## config.mk

```make
export PLATFORM = sky130hd
export DESIGN_NAME = primegen_seek
export DESIGN_NICKNAME = d
export VERILOG_FILES = /design/src/rtl/primegen_seek.sv
export SDC_FILE = /design/constraint.sdc
export NUM_CORES = 1
export LEC_CHECK = 0
export BUFFER_PORTS_ARGS = -buffer_cell sky130_fd_sc_hd__buf_2
export CORE_MARGIN = 2
export CORE_UTILIZATION = 55
export DETAILED_ROUTE_END_ITERATION = 6
export PLACE_DENSITY = 0.72
export RECOVER_POWER = 100
export SETUP_SLACK_MARGIN = 0.15
export SLEW_MARGIN = 20
export SYNTH_ARGS = -nofsm -noshare
export SYNTH_HDL_FRONTEND = slang
export SYNTH_SLANG_ARGS = --single-unit
export TNS_END_PERCENT = 100
```

## constraint.sdc

```tcl
create_clock -name clk -period 3.8 [get_ports clk]
set_input_delay 0.57 -clock clk [delete_from_list [all_inputs] [get_ports clk]]
set_output_delay 0.57 -clock clk [all_outputs]
set_load 0.05 [all_outputs]
```

## src/rtl/primegen_seek.sv

```systemverilog
`default_nettype none
// ============================================================================
//  Module     : primegen_seek
//  Description: Loadable, bidirectional nearest-prime search with trial
//               division through a bit-serial restoring remainder unit.
//  Revision   : 1.0 - initial release
// ============================================================================
module primegen_seek #(
    parameter int WIDTH_LOG = 4
) (
    input  logic                        clk,
    input  logic                        rst,
    input  logic                        go_i,
    input  logic                        load_i,
    input  logic                        down_i,
    input  logic [(1<<WIDTH_LOG)-1:0]   from_i,
    output logic                        ready_o,
    output logic                        error_o,
    output logic [(1<<WIDTH_LOG)-1:0]   res_o
);

    localparam int WIDTH = 1 << WIDTH_LOG;
    localparam logic [WIDTH_LOG-1:0] C_CNT_LAST = WIDTH_LOG'(WIDTH - 1);

    typedef enum logic [2:0] {
        S_READY      = 3'd0,
        S_ERROR      = 3'd1,
        S_NEXT_CAND  = 3'd2,
        S_CHECK_DIVS = 3'd3,
        S_DIV        = 3'd4
    } state_t;

    state_t                  state_q, state_d;
    logic                    go_prev_q;
    logic                    down_q, down_d;
    logic                    first_q, first_d;
    logic [WIDTH-1:0]        cand_q, cand_d;
    logic [WIDTH-1:0]        div_q, div_d;
    logic [2*WIDTH-1:0]      div_sq_q, div_sq_d;
    logic [WIDTH-1:0]        rem_q, rem_d;
    logic [WIDTH-1:0]        dvd_q, dvd_d;
    logic [WIDTH_LOG-1:0]    cnt_q, cnt_d;
    logic [WIDTH-1:0]        res_q, res_d;

    logic                    w_idle;
    logic                    w_accept;
    logic [WIDTH-1:0]        w_step;
    logic [WIDTH:0]          w_up_sum;
    logic                    w_down_low;
    logic [WIDTH:0]          w_rem_sh;
    logic [WIDTH-1:0]        w_rem_sub;
    logic [WIDTH-1:0]        w_rem_nx;
    logic [2*WIDTH-1:0]      w_div_inc;

    assign w_idle   = (state_q == S_READY) || (state_q == S_ERROR);
    assign w_accept = go_i && !go_prev_q && w_idle;

    // Once the candidate is 2 or odd, only odd values remain worth testing.
    assign w_step     = ((cand_q == WIDTH'(2)) || cand_q[0]) ? WIDTH'(2) : WIDTH'(1);
    assign w_up_sum   = {1'b0, cand_q} + {1'b0, w_step};
    assign w_down_low = {1'b0, cand_q} < ({1'b0, w_step} + (WIDTH+1)'(2));

    // Restoring remainder step: the partial remainder stays below div.
    assign w_rem_sh  = {rem_q, dvd_q[WIDTH-1]};
    assign w_rem_sub = w_rem_sh[WIDTH-1:0] - div_q;
    assign w_rem_nx  = (w_rem_sh >= {1'b0, div_q}) ? w_rem_sub : w_rem_sh[WIDTH-1:0];

    // (div+2)^2 - div^2 = 4*div + 4
    assign w_div_inc = {{(WIDTH-2){1'b0}}, div_q, 2'b00} + (2*WIDTH)'(4);

    always_comb begin
        state_d  = state_q;
        down_d   = down_q;
        first_d  = first_q;
        cand_d   = cand_q;
        div_d    = div_q;
        div_sq_d = div_sq_q;
        rem_d    = rem_q;
        dvd_d    = dvd_q;
        cnt_d    = cnt_q;
        res_d    = res_q;

        case (state_q)
            S_READY, S_ERROR: begin
                if (w_accept) begin
                    cand_d  = load_i ? from_i : res_q;
                    down_d  = down_i;
                    first_d = 1'b1;
                    state_d = S_NEXT_CAND;
                end
            end

            S_NEXT_CAND: begin
                first_d  = 1'b0;
                div_d    = WIDTH'(3);
                div_sq_d = (2*WIDTH)'(9);
                state_d  = S_CHECK_DIVS;
                if (first_q) begin
                    if (!down_q) begin
                        if (&cand_q) state_d = S_ERROR;
                        else         cand_d  = cand_q + WIDTH'(1);
                    end else begin
                        if (cand_q <= WIDTH'(2)) state_d = S_ERROR;
                        else                     cand_d  = cand_q - WIDTH'(1);
                    end
                end else begin
                    if (!down_q) begin
                        if (w_up_sum[WIDTH]) state_d = S_ERROR;
                        else                 cand_d  = w_up_sum[WIDTH-1:0];
                    end else begin
                        if (w_down_low) state_d = S_ERROR;
                        else            cand_d  = cand_q - w_step;
                    end
                end
            end

            S_CHECK_DIVS: begin
                if (cand_q < WIDTH'(2)) begin
                    state_d = S_NEXT_CAND;
                end else if ((cand_q == WIDTH'(2)) || (cand_q == WIDTH'(3))) begin
                    res_d   = cand_q;
                    state_d = S_READY;
                end else if (!cand_q[0]) begin
                    state_d = S_NEXT_CAND;
                end else if (div_sq_q > {{WIDTH{1'b0}}, cand_q}) begin
                    res_d   = cand_q;
                    state_d = S_READY;
                end else begin
                    rem_d   = '0;
                    dvd_d   = cand_q;
                    cnt_d   = '0;
                    state_d = S_DIV;
                end
            end

            S_DIV: begin
                rem_d = w_rem_nx;
                dvd_d = dvd_q << 1;
                cnt_d = cnt_q + 1'b1;
                if (cnt_q == C_CNT_LAST) begin
                    if (w_rem_nx == '0) begin
                        state_d = S_NEXT_CAND;
                    end else begin
                        div_d    = div_q + WIDTH'(2);
                        div_sq_d = div_sq_q + w_div_inc;
                        state_d  = S_CHECK_DIVS;
                    end
                end
            end

            default: state_d = S_READY;
        endcase
    end

    always_ff @(posedge clk) begin
        if (rst) begin
            state_q   <= S_READY;
            go_prev_q <= 1'b0;
            down_q    <= 1'b0;
            first_q   <= 1'b0;
            cand_q    <= '0;
            div_q     <= WIDTH'(3);
            div_sq_q  <= (2*WIDTH)'(9);
            rem_q     <= '0;
            dvd_q     <= '0;
            cnt_q     <= '0;
            res_q     <= WIDTH'(1);
        end else begin
            state_q   <= state_d;
            go_prev_q <= go_i;
            down_q    <= down_d;
            first_q   <= first_d;
            cand_q    <= cand_d;
            div_q     <= div_d;
            div_sq_q  <= div_sq_d;
            rem_q     <= rem_d;
            dvd_q     <= dvd_d;
            cnt_q     <= cnt_d;
            res_q     <= res_d;
        end
    end

    assign ready_o = w_idle;
    assign error_o = (state_q == S_ERROR);
    assign res_o   = res_q;

endmodule
`default_nettype wire

```

* After elaboration in Yosys (flattened, before gate mapping)
Index checks and enable logic that the tools add are counted.
Storage, ports and cells: output and inout bits 18, bits in registers 122, input port bits 21, word-level logic and storage cells 120
Cells by class: multiplexer cells 53, eq/ne operators 18, add/subtract/negate cells 10, bitwise gates (word level) 1, reductions and logical operators 22, order comparisons 5
Operators with widths (number):
- $mux 16 | 23
- $pmux 16 s2 | 4
- $mux 32 | 2
- $pmux 32 s2 | 1
- $add 32x19->32 | 1
- $eq 16x2->1 const B | 2
- $gt 32x16->1 | 1
- $mux 3 | 9
- $add 18x3->19 const B | 1
- $add 16x2->17 | 1
- $ge 17x16->1 | 1
- $add 16x1->16 const B | 1
- $add 16x2->16 const B | 1
- $le 16x2->1 const B | 1
- $logic_not 16->1 | 1
- $lt 16x2->1 const B | 1
- $lt 16x3->1 | 1
- $mux 4 | 4
- $ne 4x4->1 const B | 4
- $reduce_and 16->1 | 1
- $sub 16x1->16 const B | 1
- $sub 16x16->16 | 1
- $sub 16x2->16 | 1
- $ne 2x2->1 const B | 7
- 23 further kinds | 38

* Logic depth before layout (Yosys ltp)
Gate-level depths: netlist of the first run.
depth after elaboration 9, gate-level depth with buffers 16, gate-level depth less buffers 15

* Worst setup path before layout of the first run
Ideal clock, no wire load.
kind reg-to-reg, start register cand_q[6], end register cand_q[12], arrival time 3.192 ns, data required time 3.741 ns, buffers on the path 3, stages on the path, launching flop included 15, slack 0.549 ns, cell sequence dfxtp_1 > buf_2 > or3_1 > nand4b_1 > nor2_1 > a21oi_1 > fa_1 > nor2_1 > a311oi_1 > o31ai_1 > buf_2 > nand2b_1 > buf_2 > a311oi_1 > o31a_1
Between the ends: word-level cells in the longest chain between the ends 8
Ends and longest elaborated chain:
- start: declaration | RTL line 37 | logic [WIDTH-1:0] cand_q, cand_d;
- start signal: assignment | RTL line 173 | cand_q <= cand_d;
- parallel branches: the longest is 8 deep, another holds $lt 16x3->1
Several ways; the timed one is not identified. The select of a mux whose other input is x is not followed. A chain may end at the register's enable or synchronous reset.

* Final worst setup path of the first run
start register dvd_q[15], end register div_q[7]
Between the ends: word-level cells in the longest chain between the ends 5
Ends and longest elaborated chain:
- start: declaration | RTL line 41 | logic [WIDTH-1:0] dvd_q, dvd_d;
- start signal: assignment | RTL line 177 | dvd_q <= dvd_d;
- $sub 16x16->16 / $ge 17x16->1 (equally long branches) | RTL line 65, 66
- $mux 16 * | RTL line 66 | assign w_rem_nx = (w_rem_sh >= {1'b0, div_q}) ? w_rem_sub : w_rem_sh[WIDTH-1:0];
- $logic_not 16->1 * | RTL line 141 | if (w_rem_nx == '0) begin
- $ne 2x2->1 (no line) *
- $reduce_and 3->1 (no line) *
- end signal: assignment | RTL line 174 | div_q <= div_d;
- end: declaration | RTL line 38 | logic [WIDTH-1:0] div_q, div_d;
Mark *: on every way between the ends. The rest lies on a longest branch, timed or not.

==> metrics.md, run 1 <==
| Metric | Value |
|---|---|
| Largest net degree at the start of global routing | `55` |
| Leading area contributor after synthesis | `dfxtp_1` |
| Core area | `roughly 0.017 mm2` |
| Fin crit share | `94.0%` |
| PortBufs | `38` |
| Clk slew on worst S/H paths | `60 ps` |
| Clock sinks | `120` |
| Chip Width | `approximately 140 um` |
| Sequential-to-total area share from yosys stat | `roughly 25%` |
| # IOs | `39` |
| Half-perimeter wire length after detailed placement | `slightly below 20000 um` |
| Routed WL | `between 20000 and 30000 um` |
| Mapped Area | `approximately 0.0097 mm2` |
| Setup Total Neg Slack | `0 ps` |
| Worst Hold Depth | `3` |
| CP Depth | `14` |
| Most frequent cells after synthesis | `125 x nor2_1, 120 x dfxtp_1, 82 x ha_1` |
| Fillers | `approximately 1.6k` |
| # diodes | `0` |
| Clk_lat worst skew | `~420 ps` |
| Int Pwr | `about 2500 uW` |
| Post-DP Area | `approximately 0.01 mm2` |
| Core Rows | `48` |
| Top layer in use | `met4` |
| Failing checks | `capacitance limit, slew limit` |
| Pwr Total | `3540 uW` |
| Max Buffers Root-to-Sink | `2` |
| Post-CTS Hold Buffers | `0` |
| Reg2reg start | `dvd_q[15]` |
| Routed vias/inst | `roughly 6.3` |
| Share of cells above drive strength 1 | `around 11%` |
| Die height | `137 um` |
| CP Data Arrival Time | `roughly 3900 ps` |
| Routed length per instance | `roughly 18 um` |
| Grt total ovfl | `0` |
| CP cell instances | `inv_1 > ha_1 > inv_1 > fa_1 > a21oi_1 > o221a_2 > o21a_2 > xnor2_1 > a2111oi_2 > and4bb_1 > a311oi_1 > buf_4 > a41oi_1 > a31oi_2` |
| Rel. slew slack | `-61.1%` |
| Sequential power share | `a little under two fifths` |
| TritonCTS clock tree | `built` |
| Top delay family on crit path | `compound AO/OA/AOI/OAI gates` |
| Slowest stage cell, crit path | `and4bb_1` |
| Nets | `1349` |
| Min Tclk post-route | `between 3000 and 4000 ps` |
| Initial antenna violation count | `0` |
| Initial Util | `a little under three fifths` |
| Post-Place Setup Slack | `130 ps` |
| Met2 wire len | `around 13000 um` |
| ANT nets after route | `0` |
| GRT Overall Usage | `between 20% and 30%` |
| Worst Clk Skew | `9.73 ps` |
| Status | `finished with violations` |
| Share of total power in the clock network | `a little under half` |
| Critical Path End Type | `flip-flop` |
| Synth Warn # | `0` |
| Critical path startpoint | `dvd_q[15]` |
| Critical Path RT | `4100 ps` |
| Synth cell types | `around 90` |
| Synthesized Nets | `1321` |
| Routed length on met1 | `12000 um` |
| Static Leak | `approximately 0.0044 uW` |
| Unrepaired setup endpoints after global routing | `yes` |
| Synth Register Bits | `120` |
| Worst path most repeated cell | `inv_1` |
| Root buffer cell | `clkbuf_16` |
| Remaining DRCs | `0` |
| Worst-Margin Slew | `roughly 2400 ps` |
| Startpoint types | `flip-flop` |
| Worst Path Class, Setup | `reg -> reg` |
| CTS H-tree depth | `4` |
| Cell with the most instances after synthesis | `nor2_1` |
| Hold violation total from the final report | `0` |
| Max VDD drop | `~0.34 mV` |
| Vias in the first global route | `between 8k and 9k` |
| Synth Flop Type | `dfxtp_1` |
| Drt first pass iters | `5` |
| Syn_area_per_cell | `8.00 um2` |
| Worst hold start | `down_i` |
| Max-Cap Viols | `1` |
| Inserted Clock Buffers | `17` |
| Area growth syn-to-layout | `10.8%` |
| Die ar. | `~0.019 mm2` |
| Synth top area share | `24.7%` |
| Final setup fails | `0` |
| Final-report max-slew violation count | `51` |
| RD Place Congestion | `roughly 0.92` |
| Vias post-DR | `9340` |
| Delay of the slowest critical-path stage | `~440 ps` |
| Met3 Wirelength | `approximately 1500 um` |
| Net switching power | `~1100 uW` |
| Crit-path max FO | `11` |
| PD cells | `330 mW/mm2` |
| Gate power share | `about 17%` |
| Cell area after layout | `0.0108 mm2` |
| Final WS setup | `230 ps` |
| 1st-iter DRT viols | `around 840` |
| First-pass GRT wire length | `43800 um` |
| R2R depth | `14` |
| Sw frac | `29.8%` |
| Worst Path Buf+Inv | `3` |
| Hold Crit Class | `in -> reg` |
| Fmax | `approximately 280 MHz` |
| Top post-synthesis cells by area | `dfxtp_1 25%, ha_1 11%, mux2i_1 6.3%, nor2_1 4.8%, a21oi_1 3.9%` |
| Mapped Cells | `about 1.2k` |
| Post-synth ARST share | `0%` |
| EDFF count, synth | `0` |
[tightest hold or removal path, delay by kind of cell]
family,cells,cell delay [ps]
simple gates,1,70
buf+inv,1,80
compound gates,1,50
[registers in the layout (all words and copies together) (netlist names)]
name,count
div_sq_q,31
cand_q,16
go_prev_q,1
div_q,15
down_q,1
dvd_q,16
cnt_q,4
state_q,3
res_o,16
first_q,1
rem_q,16
[worst paths after layout]
check | end | slack [ps]
min reg2reg | rem_q[15] | 480
max reg2reg | div_q[7] | 230
max | div_q[7] | 230
min | down_q | 380
[timing repair]
action	4_1_cts	5_1_grt
resized for setup	1	13
hold endpoints to repair	0	0
endpoints found under the setup margin	12	49
buffers inserted	0	2
gates cloned	0	1
pin swaps	0	2
[placed cells by master (no fill, tap or decap), types with 8 or more instances in the layout]
cell         n
nor2_1     124
dfxtp_1    120
ha_1        82
nand2_1     77
a21oi_1     75
mux2i_1     61
inv_1       57
o21ai_0     54
nand3_1     48
buf_4       41
nor3_1      34
a211oi_1    34
a31oi_1     21
xnor2_1     21
nand2b_1    21
clkbuf_1    21
buf_2       19
nor2b_1     18
nor4_1      18
o21a_1      17
clkbuf_16   17
a21o_1      16
o211ai_1    14
and3_1      13
and2_1      12
nand4_1     12
or3_1       11
o31ai_1     11
nor3b_1      9
xor2_1       9
o21ai_1      8
[metrics by stage]
stage	hold slack, ps	utilization (%)	std cells
6_report	384	62.2	1479
5_1_grt	410	62.2	1479
3_3_place_gp	452	58.7	1443
4_1_cts	371	62.2	1476
3_5_place_dp	463	58.8	1444
2_1_floorplan	442	-	1213
[area by class of cell]
cell class / count / area [um2] / area share, %
Clock buffer: 17 / 425 / 3.96
Clock inverter: 15 / 168 / 1.56
Inverter: 57 / 214 / 1.99
Timing Repair Buffer: 83 / 500 / 4.65
Tap cell: 225 / 282 / 2.62
Sequential cell: 120 / 2400 / 22.3
Multi-Input combinational cell: 962 / 6760 / 62.9
[kinds of logic after synthesis]
kind of cell / Yosys count / share of synthesized area [%]
buffers and inverters: 132 / 5.81
other: 1 / 0.0386
adders and majority gates: 87 / 11.6
muxes: 72 / 7.57
xor gates and xnor gates: 30 / 2.71
and+or+nand+nor: 433 / 22.6
AOI/OAI and AO/OA: 338 / 24.9
DFF: 120 / 24.7
[per-layer routing]
metal  vias up  track usage (%)
li1       4538                -
met1      4393             39.0
met2       341             48.4
met3        68             4.00
met4         0             10.3
met5         -                0
[power by group through the flow]
stage | Clock (uW) | Combinational [uW] | Sequential (uW)
2_1_floorplan | 0 | 432 | 1330
3_3_place_gp | 0 | 579 | 1350
3_5_place_dp | 0 | 583 | 1350
4_1_cts | 1640 | 588 | 1320
5_1_grt | 1700 | 652 | 1330
6_report | 1620 | 597 | 1320
Power figures use the tool's default switching activity.
==> run 2: changes to the inputs <==
==> config.mk (replaced) <==
export PLATFORM = sky130hd
export DESIGN_NAME = primegen_seek
export DESIGN_NICKNAME = d
export VERILOG_FILES = /design/src/rtl/primegen_seek.sv
export SDC_FILE = /design/constraint.sdc
export NUM_CORES = 1
export LEC_CHECK = 0
export CORE_MARGIN = 2
export CORE_UTILIZATION = 55
export DETAILED_ROUTE_END_ITERATION = 6
export DONT_BUFFER_PORTS = 1
export PLACE_DENSITY = 0.7
export RECOVER_POWER = 100
export SETUP_SLACK_MARGIN = 0.15
export SLEW_MARGIN = 20
export SYNTH_ARGS = -nofsm -noshare
export SYNTH_HDL_FRONTEND = slang
export SYNTH_SLANG_ARGS = --single-unit
export TNS_END_PERCENT = 5
==> metrics.md, run 2 (synthesis gave the netlist of run 1 again) <==
| Metric | Value |
|---|---|
| Sequential standard cell area | `~0.0024 mm2` |
| Unrepaired setup endpoints after global routing | `yes` |
| Area growth syn-to-layout | `9.15%` |
| Root buffer cell | `clkbuf_16` |
| Remaining DRCs | `0` |
| Gate power share | `about 16%` |
| Sequential power share | `roughly 37%` |
| Worst Path Class, Setup | `reg -> reg` |
| Fillers | `roughly 1.6k` |
| Max Buffers Root-to-Sink | `2` |
| Final core occ | `around three fifths` |
| Worst Clk Skew | `roughly 9 ps` |
| Clk_lat worst skew | `440 ps` |
| Startpoint types | `flip-flop` |
| Drt first pass iters | `6` |
| Status | `complete, no violations` |
| Final-report max-slew violation count | `0` |
| Worst Path Buf+Inv | `2` |
| TritonCTS clock tree | `built` |
| Clk slew on worst S/H paths | `50 ps` |
| Sw frac | `between 20 and 30%` |
| Routed vias/inst | `6.31` |
| PortBufs | `0` |
| Max-Cap Viols | `0` |
| Largest net degree at the start of global routing | `approximately 100` |
| Hold Crit Class | `in -> reg` |
| Rel. slew slack | `around 30%` |
| Core area | `~0.017 mm2` |
| Fin crit share | `between 90% and 100%` |
| Share of cells above drive strength 1 | `under 10%` |
| Final setup fails | `0` |
| Share of total power in the clock network | `46.7%` |
| Post-CTS Hold Buffers | `0` |
| Max VDD drop | `about 0.30 mV` |
| Die height | `roughly 140 um` |
| Top delay family on crit path | `compound AO/OA/AOI/OAI gates` |
| Core Rows | `48` |
| Worst path most repeated cell | `inv_1` |
| Static Leak | `about 0.0043 uW` |
| Setup Total Neg Slack | `0 ps` |
| RD Place Congestion | `0.952` |
| Min Tclk post-route | `3550 ps` |
| # IOs | `39` |
| Post-Place Setup Slack | `between 200 and 250 ps` |
| Critical Path RT | `roughly 4200 ps` |
| Multi-input gate area | `0.00680 mm2` |
| Vias post-DR | `9092` |
| Delay of the slowest critical-path stage | `420 ps` |
| Half-perimeter wire length after detailed placement | `between 15000 and 20000 um` |
| GRT Overall Usage | `between 20 and 30%` |
| Routed length per instance | `roughly 19 um` |
| Int Pwr | `roughly 2600 uW` |
| PD cells | `between 300 and 400 mW/mm2` |
| Final WS setup | `248 ps` |
| Fmax | `roughly 280 MHz` |
| Worst hold slack | `242 ps` |
| CP Data Arrival Time | `roughly 4000 ps` |
| Most common cell after layout, fill and taps aside | `nor2_1` |
| Crit-path max FO | `4` |
| Routed WL | `between 20000 and 30000 um` |
| Commonest cells after routing, fill and taps aside | `124 x nor2_1, 120 x dfxtp_1, 82 x ha_1` |
| ANT nets after route | `0` |
| # diodes | `0` |
| CTS H-tree depth | `4` |
| Clock sinks | `120` |
| Critical Path End Type | `flip-flop` |
| Die ar. | `~0.019 mm2` |
| Net switching power | `around 1000 uW` |
| Grt total ovfl | `0` |
| Initial Util | `56.1%` |
| Initial antenna violation count | `0` |
| Hold violation total from the final report | `0` |
| Vias in the first global route | `8438` |
| First-pass GRT wire length | `42900 um` |
| 1st-iter DRT viols | `between 600 and 700` |
| Worst-Margin Slew | `roughly 1100 ps` |
| Nets | `~1.3k` |
| Largest register by flop count | `div_sq_q` |
| Largest register FFs | `31` |
| Inserted Clock Buffers | `17` |
| Slowest stage cell, crit path | `fa_1` |
| CP cell instances | `inv_1 > ha_1 > inv_1 > fa_1 > a21oi_1 > o221a_2 > o21a_2 > xnor2_1 > a2111oi_0 > and4bb_1 > a31o_2 > and2_0 > a22o_1` |
| Chip Width | `137 um` |
-- run 2: changes by cell type in the layout (fill, tap and decap cells not counted), moves of 3 or more --
cell | before | now
and2_0 | 0 | 4
and2_1 | 12 | 8
clkinv_2 | 0 | 5
clkbuf_1 | 21 | 8
buf_2 | 19 | 0
clkinvlp_4 | 5 | 0
a31oi_4 | 0 | 3
inv_6 | 5 | 0
a31oi_1 | 21 | 17
buf_4 | 41 | 37
-- run 2: cell type report --
type	count	area share (%)
Clock buffer	22	4.38
Inverter	57	2.02
Sequential cell	120	22.7
Multi-Input combinational cell	962	64.1
Tap cell	225	2.66
Clock inverter	9	1.17
Timing Repair Buffer	45	2.96
-- run 2: timing repair --
item / 4_1_cts / 5_1_grt
hold endpoints to repair: 0 / 0
resized for setup: 0 / 10
endpoints found under the setup margin: 0 / 42
setup buffers: 0 / 3
-- run 2: worst paths after layout --
| path | start | to | slack (ps) | cells past startpoint |
|---|---|---|---|---|
| worst max register to register | dvd_q[15] | div_sq_q[18] | 250 | 13 |
| worst min-delay path | rst | cnt_q[0] | 240 | 1 |
| worst min register to register | rem_q[15] | rem_q[15] | 470 | 1 |
| worst max-delay path | dvd_q[15] | div_sq_q[18] | 250 | 13 |
-- run 2: layer usage --
metal | vias up | track usage, % | wire length, um
met5 | - | 0 | 0
met4 | 0 | 10.9 | 643
met3 | 46 | 5.19 | 1510
met2 | 300 | 50.9 | 13200
met1 | 4282 | 36.0 | 11900
li1 | 4464 | - | -
-- run 2: power by group through the flow --
stage | sequential, uW | combinational, uW | clock (uW)
5_1_grt | 1320 | 628 | 1720
4_1_cts | 1320 | 571 | 1670
3_5_place_dp | 1340 | 567 | 0
6_report | 1320 | 579 | 1660
2_1_floorplan | 1330 | 432 | 0
3_3_place_gp | 1340 | 562 | 0
-- run 2: through the flow --
| step | cells | area [um2] | total power [uW] |
|---|---|---|---|
| 2_1_floorplan | 1213 | 9710 | 1760 |
| 3_3_place_gp | 1404 | 9960 | 1900 |
| 3_5_place_dp | 1404 | 9960 | 1910 |
| 4_1_cts | 1435 | 10500 | 3550 |
| 5_1_grt | 1440 | 10600 | 3670 |
| 6_report | 1440 | 10600 | 3550 |
==> run 3: changes to the inputs <==
--- a/config.mk
+++ b/config.mk
@@ -5,6 +5,7 @@
 export SDC_FILE = /design/constraint.sdc
 export NUM_CORES = 1
 export LEC_CHECK = 0
+export ABC_AREA = 1
 export CORE_MARGIN = 2
 export CORE_UTILIZATION = 55
 export DETAILED_ROUTE_END_ITERATION = 6
==> metrics.md, run 3 <==
| Metric | Value |
|---|---|
| Status | `finished with violations` |
| Failing checks | `DRC` |
| EDFF count, synth | `0` |
| 1st-iter DRT viols | `908` |
| CTS H-tree depth | `4` |
| Inserted Clock Buffers | `17` |
| Root buffer cell | `clkbuf_16` |
| Worst-Margin Slew | `slightly above 1000 ps` |
| TritonCTS clock tree | `built` |
| Final setup fails | `0` |
| Critical path startpoint | `cand_q[8]` |
| Largest register FFs | `31` |
| Clk slew on worst S/H paths | `approximately 60 ps` |
| Critical Path RT | `slightly above 4000 ps` |
| Hold Crit Class | `in -> reg` |
| Static Leak | `roughly 0.0053 uW` |
| Post-synth ARST share | `0%` |
| Worst R2R End | `cand_q[1]` |
| Top post-synthesis cells by area | `dfxtp_1 23%, nand2_1 18%, ha_1 10%, inv_1 7.5%, nor2_1 6.3%` |
| GRT Overall Usage | `about 30%` |
| Commonest cells after routing, fill and taps aside | `479 x nand2_1, 204 x inv_1, 171 x nor2_1` |
| Routed WL | `slightly below 30000 um` |
| PD cells | `455 mW/mm2` |
| Min Tclk post-route | `~3500 ps` |
| CP endpoint | `cand_q[1]` |
| Multi-input gate area | `between 0.006 and 0.007 mm2` |
| Mapped Cells | `1694` |
| Max Buffers Root-to-Sink | `2` |
| Synth top area share | `approximately a quarter` |
| Chip Width | `140 um` |
| Worst Path Class, Setup | `reg -> reg` |
| Startpoint types | `flip-flop` |
| Fmax | `289 MHz` |
| Leading area contributor after synthesis | `dfxtp_1` |
| Placed instance count | `about 1.9k` |
| Initial antenna violation count | `1` |
| Clock sinks | `between 100 and 150` |
| Pwr Total | `about 5000 uW` |
| Area growth syn-to-layout | `7.79%` |
| Most common cell after layout, fill and taps aside | `nand2_1` |
| Net switching power | `2080 uW` |
| Final-report max-slew violation count | `0` |
| Setup Total Neg Slack | `0 ps` |
| Fin cells | `1915` |
| Synth Flop Type | `dfxtp_1` |
| Max-Cap Viols | `0` |
| Largest register by flop count | `div_sq_q` |
| Vias in the first global route | `~9.7k` |
| Routed vias/inst | `5.59` |
| Synth Warn # | `0` |
| Remaining DRCs | `17` |
| Mapped Area | `0.0102 mm2` |
| Synth cell types | `between 40 and 50` |
| Rel. slew slack | `between 30% and 40%` |
| Synthesized Nets | `around 1.8k` |
| # IOs | `39` |
| Flop2flop setup slack | `approximately 340 ps` |
| Clk_lat worst skew | `approximately 430 ps` |
| Synth Register Bits | `120` |
| Syn_area_per_cell | `around 6 um2` |
| Share of total power in the clock network | `about a third` |
| Reg2reg start | `cand_q[8]` |
| Max VDD drop | `~0.33 mV` |
| Die height | `approximately 140 um` |
| Worst Clk Skew | `about 14 ps` |
| Sw frac | `between 40 and 50%` |
| Worst Hold Depth | `1` |
| Fillers | `around 1.8k` |
| R2R depth | `20` |
| Hold violation total from the final report | `0` |
| Half-perimeter wire length after detailed placement | `~22000 um` |
| Grt total ovfl | `0` |
| Nets | `1780` |
| PortBufs | `0` |
| Critical Path End Type | `flip-flop` |
| Core area | `about 0.018 mm2` |
| Sequential standard cell area | `0.00241 mm2` |
| Largest net degree at the start of global routing | `60` |
| First-pass GRT wire length | `around 48000 um` |
| ANT nets after route | `0` |
| Routed length per instance | `between 15 and 20 um` |
| Sequential power share | `between 30% and 40%` |
| Cell with the most instances after synthesis | `nand2_1` |
| Drt first pass iters | `7` |
| Int Pwr | `between 2000 and 3000 uW` |
| Unrepaired setup endpoints after global routing | `yes` |
| Initial Util | `between 50% and 60%` |
| Share of cells above drive strength 1 | `under 10%` |
| RD Place Congestion | `between 0.9 and 1` |
| Gate power share | `approximately 38%` |
| Sequential-to-total area share from yosys stat | `a little under a quarter` |
| Most frequent cells after synthesis | `482 x nand2_1, 206 x inv_1, 171 x nor2_1` |
| Vias post-DR | `between 10k and 15k` |
| Core Rows | `49` |
| CP Data Arrival Time | `between 3000 and 4000 ps` |
| Crit-path max FO | `8` |
| Die ar. | `0.0197 mm2` |
| Fin crit share | `about nine tenths` |
==> run 3: cell count changes after synthesis, sizes merged, moves of 21 or more <==
cell / change
nand2: +408
inv: +152
nand3: +76
mux2i: -61
nor2: +50
a21oi: +46
o21ai: +41
nand4: +40
a31oi: -24
nand2b: -21
==> run 3: layout make-up <==
class | instances | area share [%]
Antenna cell | 1 | 0.0227
Tap cell | 229 | 2.59
Clock buffer | 17 | 3.85
Sequential cell | 120 | 21.8
Inverter | 211 | 7.22
Clock inverter | 15 | 1.43
Timing Repair Buffer | 32 | 2.10
Multi-Input combinational cell | 1290 | 61.0
==> run 3: how the worst min path moves through the flow <==
stage,from,endpoint
after floorplan,dvd_q[10],dvd_q[10]
after detailed placement,dvd_q[3],dvd_q[3]
final,rst,dvd_q[6]
after global placement,dvd_q[0],dvd_q[0]
after global routing,rst,dvd_q[6]
after CTS,rst,cnt_q[2]
==> run 3: per-layer routing <==
metal	track usage, %	wire length (um)	share of wire [%]
met5	0	0	0
met4	10.8	874	3.0
met3	4.34	1560	5.3
met2	50.1	13500	46
met1	39.5	13600	46
==> run 3: through the flow <==
stage,hold slack [ps],utilization [%],instance area [um2],setup slack [ps]
final,217,60.9,11000,344
after global routing,202,60.9,11000,28.0
after CTS,199,60.9,11000,183
after detailed placement,444,57.6,10500,72.4
after global placement,444,57.6,10500,72.9
after floorplan,435,-,10200,552
==> run 3: power by group through the flow <==
| stage | Combinational [uW] | Clock (uW) | Sequential [uW] |
|---|---|---|---|
| finish | 1890 | 1600 | 1530 |
| global route | 2140 | 1690 | 1540 |
| CTS | 1860 | 1630 | 1520 |
| detailed placement | 1840 | 0 | 1550 |
| global placement | 1820 | 0 | 1550 |
| floorplan | 1420 | 0 | 1500 |
==> run 3: worst max-delay path, stage by stage (launching register included) <==
cell and delay (ps):
dfxtp_2 390, nor2_1 170, nand2_1 130, nor2_1 120
nand2_1 120, nor2_1 180, nand2_2 110, nand2_4 120
inv_1 90, fa_1 450, inv_1 70, nand2_1 70
nor2_1 130, nand3_1 150, o31ai_1 210, o21ai_0 150
o211ai_2 140, nand2_2 130, buf_4 190, o21ai_0 150
a21oi_1 80
==> run 3: what timing repair did <==
action | CTS | global route
buffers inserted | 0 | 2
endpoints found under the setup margin | 16 | 20
gates resized for setup | 4 | 8
hold buffers | 0 | 0
==> run 3: logic make-up after synthesis <==
group	after synthesis	share of synthesized area (%)
AOI/OAI and AO/OA	284	15.6
other	1	0.0366
buffers and inverters	284	10.9
adders and majority gates	87	11.0
DFF	120	23.4
and+or+nand+nor	903	37.7
xor gates and xnor gates	15	1.28
